==> config.mk <==
export PLATFORM = sky130hd
export DESIGN_NAME = seq_restoring_divider_flat
export DESIGN_NICKNAME = d
export VERILOG_FILES = /design/src/rtl/seq_restoring_divider_if.sv /design/src/rtl/seq_restoring_divider.sv /design/src/flat_wrapper.sv
export SDC_FILE = /design/constraint.sdc
export NUM_CORES = 1
export LEC_CHECK = 0
export CORE_MARGIN = 2
export CORE_UTILIZATION = 47
export CTS_CLUSTER_DIAMETER = 200
export DETAILED_ROUTE_END_ITERATION = 16
export PLACE_DENSITY = 0.75
export SLEW_MARGIN = 20
export SYNTH_ARGS = -nofsm -noshare
export SYNTH_HDL_FRONTEND = slang
export SYNTH_SLANG_ARGS = --single-unit
==> constraint.sdc <==
create_clock -name clk -period 2.2 [get_ports clk]
set_clock_uncertainty 0.2 [all_clocks]
set_input_delay 0.66 -clock clk [delete_from_list [all_inputs] [get_ports clk]]
set_output_delay 0.66 -clock clk [all_outputs]
set_load 0.02 [all_outputs]
==> src/rtl/seq_restoring_divider_if.sv <==
`default_nettype none
// ============================================================================
// Module      : seq_restoring_divider_if
// Description : Start/done handshake and operand/result bundle for the
//               sequential restoring divider.
// Revision    : 1.0 - initial release
// ============================================================================
interface seq_restoring_divider_if #(
    parameter int WIDTH = 4
);
    logic             start;
    logic [WIDTH-1:0] dividend;
    logic [WIDTH-1:0] divisor;
    logic             busy;
    logic             done;
    logic [WIDTH-1:0] quotient;
    logic [WIDTH-1:0] remainder;
    logic             div_by_zero;

    // Requester side: issues operands, observes status and results.
    modport master (
        output start, dividend, divisor,
        input  busy, done, quotient, remainder, div_by_zero
    );

    // Divider side.
    modport slave (
        input  start, dividend, divisor,
        output busy, done, quotient, remainder, div_by_zero
    );
endinterface
`default_nettype wire

==> src/rtl/seq_restoring_divider.sv <==
`default_nettype none
// ============================================================================
// Module      : seq_restoring_divider
// Description : Unsigned WIDTH-bit restoring divider, one quotient bit per
//               clock, with start/done handshake and divide-by-zero flag.
// Revision    : 1.0 - initial release
// ============================================================================
module seq_restoring_divider #(
    parameter int WIDTH = 4
) (
    input  wire logic            clk,
    input  wire logic            rst_n,
    seq_restoring_divider_if.slave bus
);

    localparam int c_CNT_W = (WIDTH > 2) ? $clog2(WIDTH) : 1;
    localparam logic [c_CNT_W-1:0] c_LAST = c_CNT_W'(WIDTH - 1);

    localparam logic [1:0] c_IDLE = 2'd0;
    localparam logic [1:0] c_CALC = 2'd1;
    localparam logic [1:0] c_DONE = 2'd2;

    logic [1:0]         r_state;
    logic [1:0]         w_state_next;

    // Working registers. The partial remainder is always below the divisor
    // between iterations, so its stored form needs only WIDTH bits; the
    // extra bit exists only in the shifted/trial values.
    logic [WIDTH-1:0]   r_rem;
    logic [WIDTH-1:0]   r_q;
    logic [WIDTH-1:0]   r_divisor;
    logic [c_CNT_W-1:0] r_count;

    // Result registers, held until the next completion.
    logic [WIDTH-1:0]   r_quotient;
    logic [WIDTH-1:0]   r_remainder;
    logic               r_div_by_zero;

    logic               w_accept;
    logic               w_div_zero;
    logic               w_last;
    logic [WIDTH:0]     w_shift;
    logic [WIDTH:0]     w_trial;
    logic [WIDTH-1:0]   w_rem_next;
    logic [WIDTH-1:0]   w_q_next;

    assign w_accept   = (r_state == c_IDLE) && bus.start;
    assign w_div_zero = (bus.divisor == '0);
    assign w_last     = (r_count == c_LAST);

    // One restoring step: shift in the next dividend bit, trial-subtract,
    // keep the difference only if it did not go negative.
    assign w_shift    = {r_rem, r_q[WIDTH-1]};
    assign w_trial    = w_shift - {1'b0, r_divisor};
    assign w_rem_next = w_trial[WIDTH] ? w_shift[WIDTH-1:0] : w_trial[WIDTH-1:0];
    assign w_q_next   = {r_q[WIDTH-2:0], ~w_trial[WIDTH]};

    // State register.
    always_ff @(posedge clk or negedge rst_n) begin
        if (!rst_n) begin
            r_state <= c_IDLE;
        end else begin
            r_state <= w_state_next;
        end
    end

    // Next-state logic: zero divisor skips the iteration phase entirely.
    always_comb begin
        w_state_next = r_state;
        case (r_state)
            c_IDLE: begin
                if (bus.start) begin
                    w_state_next = w_div_zero ? c_DONE : c_CALC;
                end
            end
            c_CALC: begin
                if (w_last) begin
                    w_state_next = c_DONE;
                end
            end
            c_DONE:  w_state_next = c_IDLE;
            default: w_state_next = c_IDLE;
        endcase
    end

    // Operand capture, iteration datapath and result registers.
    always_ff @(posedge clk or negedge rst_n) begin
        if (!rst_n) begin
            r_rem         <= '0;
            r_q           <= '0;
            r_divisor     <= '0;
            r_count       <= '0;
            r_quotient    <= '0;
            r_remainder   <= '0;
            r_div_by_zero <= 1'b0;
        end else if (w_accept) begin
            r_rem     <= '0;
            r_q       <= bus.dividend;
            r_divisor <= bus.divisor;
            r_count   <= '0;
            if (w_div_zero) begin
                r_quotient    <= '1;
                r_remainder   <= bus.dividend;
                r_div_by_zero <= 1'b1;
            end
        end else if (r_state == c_CALC) begin
            r_rem   <= w_rem_next;
            r_q     <= w_q_next;
            r_count <= r_count + c_CNT_W'(1);
            if (w_last) begin
                r_quotient    <= w_q_next;
                r_remainder   <= w_rem_next;
                r_div_by_zero <= 1'b0;
            end
        end
    end

    assign bus.busy        = (r_state != c_IDLE);
    assign bus.done        = (r_state == c_DONE);
    assign bus.quotient    = r_quotient;
    assign bus.remainder   = r_remainder;
    assign bus.div_by_zero = r_div_by_zero;

endmodule
`default_nettype wire

==> src/flat_wrapper.sv <==
// flat-port wrapper written by rule: the top's interface ports become plain ports
module seq_restoring_divider_flat 
#(
    parameter int WIDTH = 4
)
  (clk, rst_n, bus_start, bus_dividend, bus_divisor, bus_busy, bus_done, bus_quotient, bus_remainder, bus_div_by_zero);
  seq_restoring_divider_if #(.WIDTH(WIDTH)) bus_i ();
  input  wire logic clk;
  input  wire logic rst_n;
  input wire logic [$bits(bus_i.start)-1:0] bus_start;
  input wire logic [$bits(bus_i.dividend)-1:0] bus_dividend;
  input wire logic [$bits(bus_i.divisor)-1:0] bus_divisor;
  output wire logic [$bits(bus_i.busy)-1:0] bus_busy;
  output wire logic [$bits(bus_i.done)-1:0] bus_done;
  output wire logic [$bits(bus_i.quotient)-1:0] bus_quotient;
  output wire logic [$bits(bus_i.remainder)-1:0] bus_remainder;
  output wire logic [$bits(bus_i.div_by_zero)-1:0] bus_div_by_zero;
  assign bus_i.start = bus_start;
  assign bus_i.dividend = bus_dividend;
  assign bus_i.divisor = bus_divisor;
  assign bus_busy = bus_i.busy;
  assign bus_done = bus_i.done;
  assign bus_quotient = bus_i.quotient;
  assign bus_remainder = bus_i.remainder;
  assign bus_div_by_zero = bus_i.div_by_zero;
  seq_restoring_divider #(.WIDTH(WIDTH)) u_core (.clk(clk), .rst_n(rst_n), .bus(bus_i));
endmodule
After elaboration in Yosys (flattened, before gate mapping) --
Cells that the tools add are included.
Cells by class: add/sub/neg operators 2, equal/unequal tests 6, multiplexer cells 23, bitwise operators 1, reduce and logical (&&, ||, !) cells 8
Operator list (count):
- $mux W4 | 13
- $mux W2 | 5
- $reduce_bool A2 Y1 | 3
- $sub A5 B4 Y5 | 1
- $eq A2 B2 Y1 const B | 2
- $logic_not A4 Y1 | 1
- $mux W1 | 4
- $ne A2 B2 Y1 const B | 2
- $pmux W2 S2 | 1
- $reduce_and A3 Y1 | 1
- $add A2 B1 Y2 const B | 1
- $eq A2 B1 Y1 const B | 1
- $logic_not A2 Y1 | 1
- $ne A2 B1 Y1 const B | 1
- $reduce_and A2 Y1 | 1
- $logic_and A1 B1 Y1 | 1
- $not A1 Y1 | 1
Word-level totals: register bits 25, input bits 11, output and inout bits 11, logic and storage cells 48

Logic depth before layout (Yosys ltp) --
word-level depth 5, depth in mapped cells 8

Worst setup path before layout --
OpenSTA, ideal clock, no wires.
path kind reg-to-reg, from register u_core.r_q[3], to register u_core.r_remainder[2], in the netlist u_core.bus.remainder[2], data arrival time 1.989 ns, slack -0.128 ns, cell stages (with the launch flop) 9, path buffers 0, clock period less this slack 2.328 ns, path through dfrtp_1 > inv_1 > ha_1 > fa_1 > nand2b_2 > a21oi_4 > xor2_4 > mux2i_1 > a31oi_1
Between the ends: cells in the longest elaborated chain, start to end 5
RTL lines:
- start: declaration | line seq_restoring_divider.sv:30 | logic [WIDTH-1:0] r_q;
- start signal: assignment | line seq_restoring_divider.sv:98 | r_q <= bus.dividend;
- start signal: assignment | line seq_restoring_divider.sv:108 | r_q <= w_q_next;
- $sub A5 B4 Y5 | line seq_restoring_divider.sv:54 | assign w_trial = w_shift - {1'b0, r_divisor};
- $mux W4 | line seq_restoring_divider.sv:55 | assign w_rem_next = w_trial[WIDTH] ? w_shift[WIDTH-1:0] : w_trial[WIDTH-1:0];
- $mux W4 | line seq_restoring_divider.sv:110 | if (w_last) begin
- $mux W4 | line seq_restoring_divider.sv:106 | end else if (r_state == c_CALC) begin
- $mux W4 | line seq_restoring_divider.sv:96 | end else if (w_accept) begin
- end signal: assignment | line seq_restoring_divider.sv:103 | r_remainder <= bus.dividend;
- end signal: assignment | line seq_restoring_divider.sv:112 | r_remainder <= w_rem_next;
- end: declaration | line seq_restoring_divider.sv:36 | logic [WIDTH-1:0] r_remainder;
Every way passes these cells. The select of a mux whose other input is x is not followed. A chain may end at the register's enable or synchronous reset.

Worst setup path after layout --
from register u_core.r_divisor[0], to register u_core.r_remainder[2], in the netlist u_core.bus.remainder[2]
Between the ends: cells in the longest elaborated chain, start to end 5
RTL lines:
- start: declaration | line seq_restoring_divider.sv:31 | logic [WIDTH-1:0] r_divisor;
- start signal: assignment | line seq_restoring_divider.sv:99 | r_divisor <= bus.divisor;
- $sub A5 B4 Y5 | line seq_restoring_divider.sv:54
- $mux W4 | line seq_restoring_divider.sv:55
- $mux W4 | line seq_restoring_divider.sv:110
- $mux W4 | line seq_restoring_divider.sv:106
- $mux W4 | line seq_restoring_divider.sv:96
Every way passes these cells. The select of a mux whose other input is x is not followed.

==> qor.csv <==
metric;value;unit
outcome;finished, violations left;
violations;setup timing;
ys.flop_type;dfrtp_1;
crit_fanout;3;
setup_viol;6;
drt_iter0_markers;61;
report.final.slew_viol_count;0;
cts_inserted_buffers;3;
diodes;0;
die_area;3250;um2
yosys.area.top_type;dfrtp_1;
grt_pass1_wl;5.47;mm
clock_latency;0.32;ns
synth_common_cells;dfrtp_1 (25), nand2_1 (23), o21ai_0 (12), nor2_1 (8), inv_1 (7);
whs;0.309;ns
syn_to_final_growth;38.3;%
synth.area.top_cells;dfrtp_1 (47%), nand2_1 (6.5%), ha_1 (4.7%);
grt.total_usage;21.4;%
worst_pin_slew;0.377;ns
root_buffer;clkbuf_4;
ant_nets;0;
ir_worst_vdd;1.34;mV
required;2.21;ns
die_h;57.0;um
slew_headroom;74.9;%
fmax;443;MHz
synth_most_common_cell;dfrtp_1;
die_width;57.0;um
netlist.area_leader.share;47.3;%
nets;199;
initial_core_util;48.8;%
port_buffers;21;
drtPass1Iterations;4;
wl_per_cell;14.8;um
route.vias.total;1163;
synth_warnings;0;
ys_seq_area_share;47.3;%
core_area;2710;um2
min_period_over_period;102;%
path_clk_slew;0.15;ns
synth-edff-count;0;
grt_pass1_vias;1242;
critPathMaxStageDelay;0.43;ns
vias_per_cell;5.49;
drv_cap;0;
syn_avg_cell_area;9.80;um2
reg2regPathDepth;7;
layout-drive-gt1-share;24.9;%
hpwl;2.36;mm
critPathLaunchType;register;
syn_inst;135;
n_fill_cell;217;
rsz0062_at_grt;yes;
grt_max_degree;26;
async_flop_share;100;%
hold_viol_final;0;
setup_slack;-0.0549;ns
slowest_stage;dfrtp_1;
synth_area;1320;um2
utilization;67.5;%
place.gp.congestion;0.784;
cp_cell_sequence;ha_2, fa_2, nand2b_4, a21oi_4, xor2_4, mux2i_2, a31oi_1;
antenna_found_initial;0;
cts_sinks;25;
crit_arrival;2.27;ns
fin_crit;2.25;ns
wl;3.14;mm
yosysUniqueCellTypes;37;
cts_tree;yes;
setup_tns;-0.250;ns
ios;22;
hp-class;register to register;
p_leak;0.892;nW
ys_seq_elements;25;
cts-htree-levels;1;
overflow;0;
clock_path_buffers;2;
route.detailed.drc;0;
syn-num-nets;152;
p_per_area;1870;nW/um2
rows;19;
path_class;register to register;
cp-end-kind;register;
holdPathStages;1;
kinds of logic after synthesis:
family | count (synthesis) | share of synthesized area, %
fa+ha+maj | 6 | 6.24
flops | 25 | 47.3
xor+xnor | 3 | 3.41
simple gates | 49 | 17.4
buf+inv | 13 | 4.16
mux | 5 | 3.78
compound gates | 34 | 17.7
path summary, 6_finish.rpt:
path                                             start                       to  slack [ns]
min in group asynchronous                        rst_n   u_core.bus.div_by_zero        0.48
worst min-delay path            u_core.bus.quotient[2]   u_core.bus.quotient[2]        0.31
worst min register to register  u_core.bus.quotient[2]   u_core.bus.quotient[2]        0.31
max in group asynchronous                        rst_n   u_core.bus.quotient[0]        1.06
worst max-delay path               u_core.r_divisor[0]  u_core.bus.remainder[2]       -0.05
worst max register to register     u_core.r_divisor[0]  u_core.bus.remainder[2]       -0.05
flip-flops by register name (all words and copies together) (netlist names):
signal,cells
u_core.bus.remainder,4
u_core.bus.div_by_zero,1
u_core.r_rem,4
u_core.r_count,2
u_core.r_state,2
u_core.r_divisor,4
u_core.r_q,4
u_core.bus.quotient,4
power breakdown:
group / internal, mW / switching (mW) / total [mW]
Clock: 0.0694 / 0.148 / 0.218
Combinational: 1.22 / 1.13 / 2.35
Sequential: 0.687 / 0.167 / 0.854
Total: 1.98 / 1.44 / 3.42
per-stage QoR:
stage,setup slack (ns),cells,total power [mW],cell area [um2]
after floorplan,-0.0660,135,2.18,1330
after global routing,-0.183,212,3.70,1830
after detailed placement,-0.214,206,3.02,1750
final,-0.0549,212,3.42,1830
after global placement,-0.173,206,2.97,1750
after CTS,-0.0647,211,3.34,1790
routing by layer:
layer | part of all wire (%) | vias up | global-route usage [%] | routed length (um)
met3 | 5.7 | 4 | 4.08 | 179
li1 | - | 563 | - | -
met4 | 0.92 | 0 | 6.64 | 29
met2 | 50 | 31 | 34.8 | 1580
met5 | 0 | - | 0 | 0
met1 | 43 | 565 | 29.1 | 1350
critical path: cells and delay by family, from the launching register on:
kind | cells | cell delay [ns]
compound gates | 2 | 0.32
mux | 1 | 0.29
xor+xnor | 1 | 0.22
simple gates | 1 | 0.15
flops | 1 | 0.43
fa+ha+maj | 2 | 0.53
what timing repair did:
action,4_1_cts,5_1_grt
hold endpoints to repair,0,0
gates resized for setup,8,13
gates cloned,0,0
pin swaps,6,4
endpoints found under the setup margin,10,20
hold buffers,0,0
setup buffers,1,1
final cells by class:
type                       instances  area (um2)  area share (%)
inverter                           7        26.3            1.44
tap                               31        38.8            2.12
timing repair buffer              48         435            23.8
clock inverter                     1        7.51           0.410
multi-input combinational         97         673            36.8
sequential                        25         626            34.2
clock buffer                       3        22.5            1.23
cell usage in the layout (no fill, tap or decap), drive strengths merged, types with 6 or more instances in the layout:
cell type       n
dlymetal6s2s    8
dfrtp          25
o21ai          12
a21oi           6
buf            28
clkdlybuf4s50  11
inv             7
nand2          23
nor2            8
No activity file was read; power rests on OpenSTA's default activity.
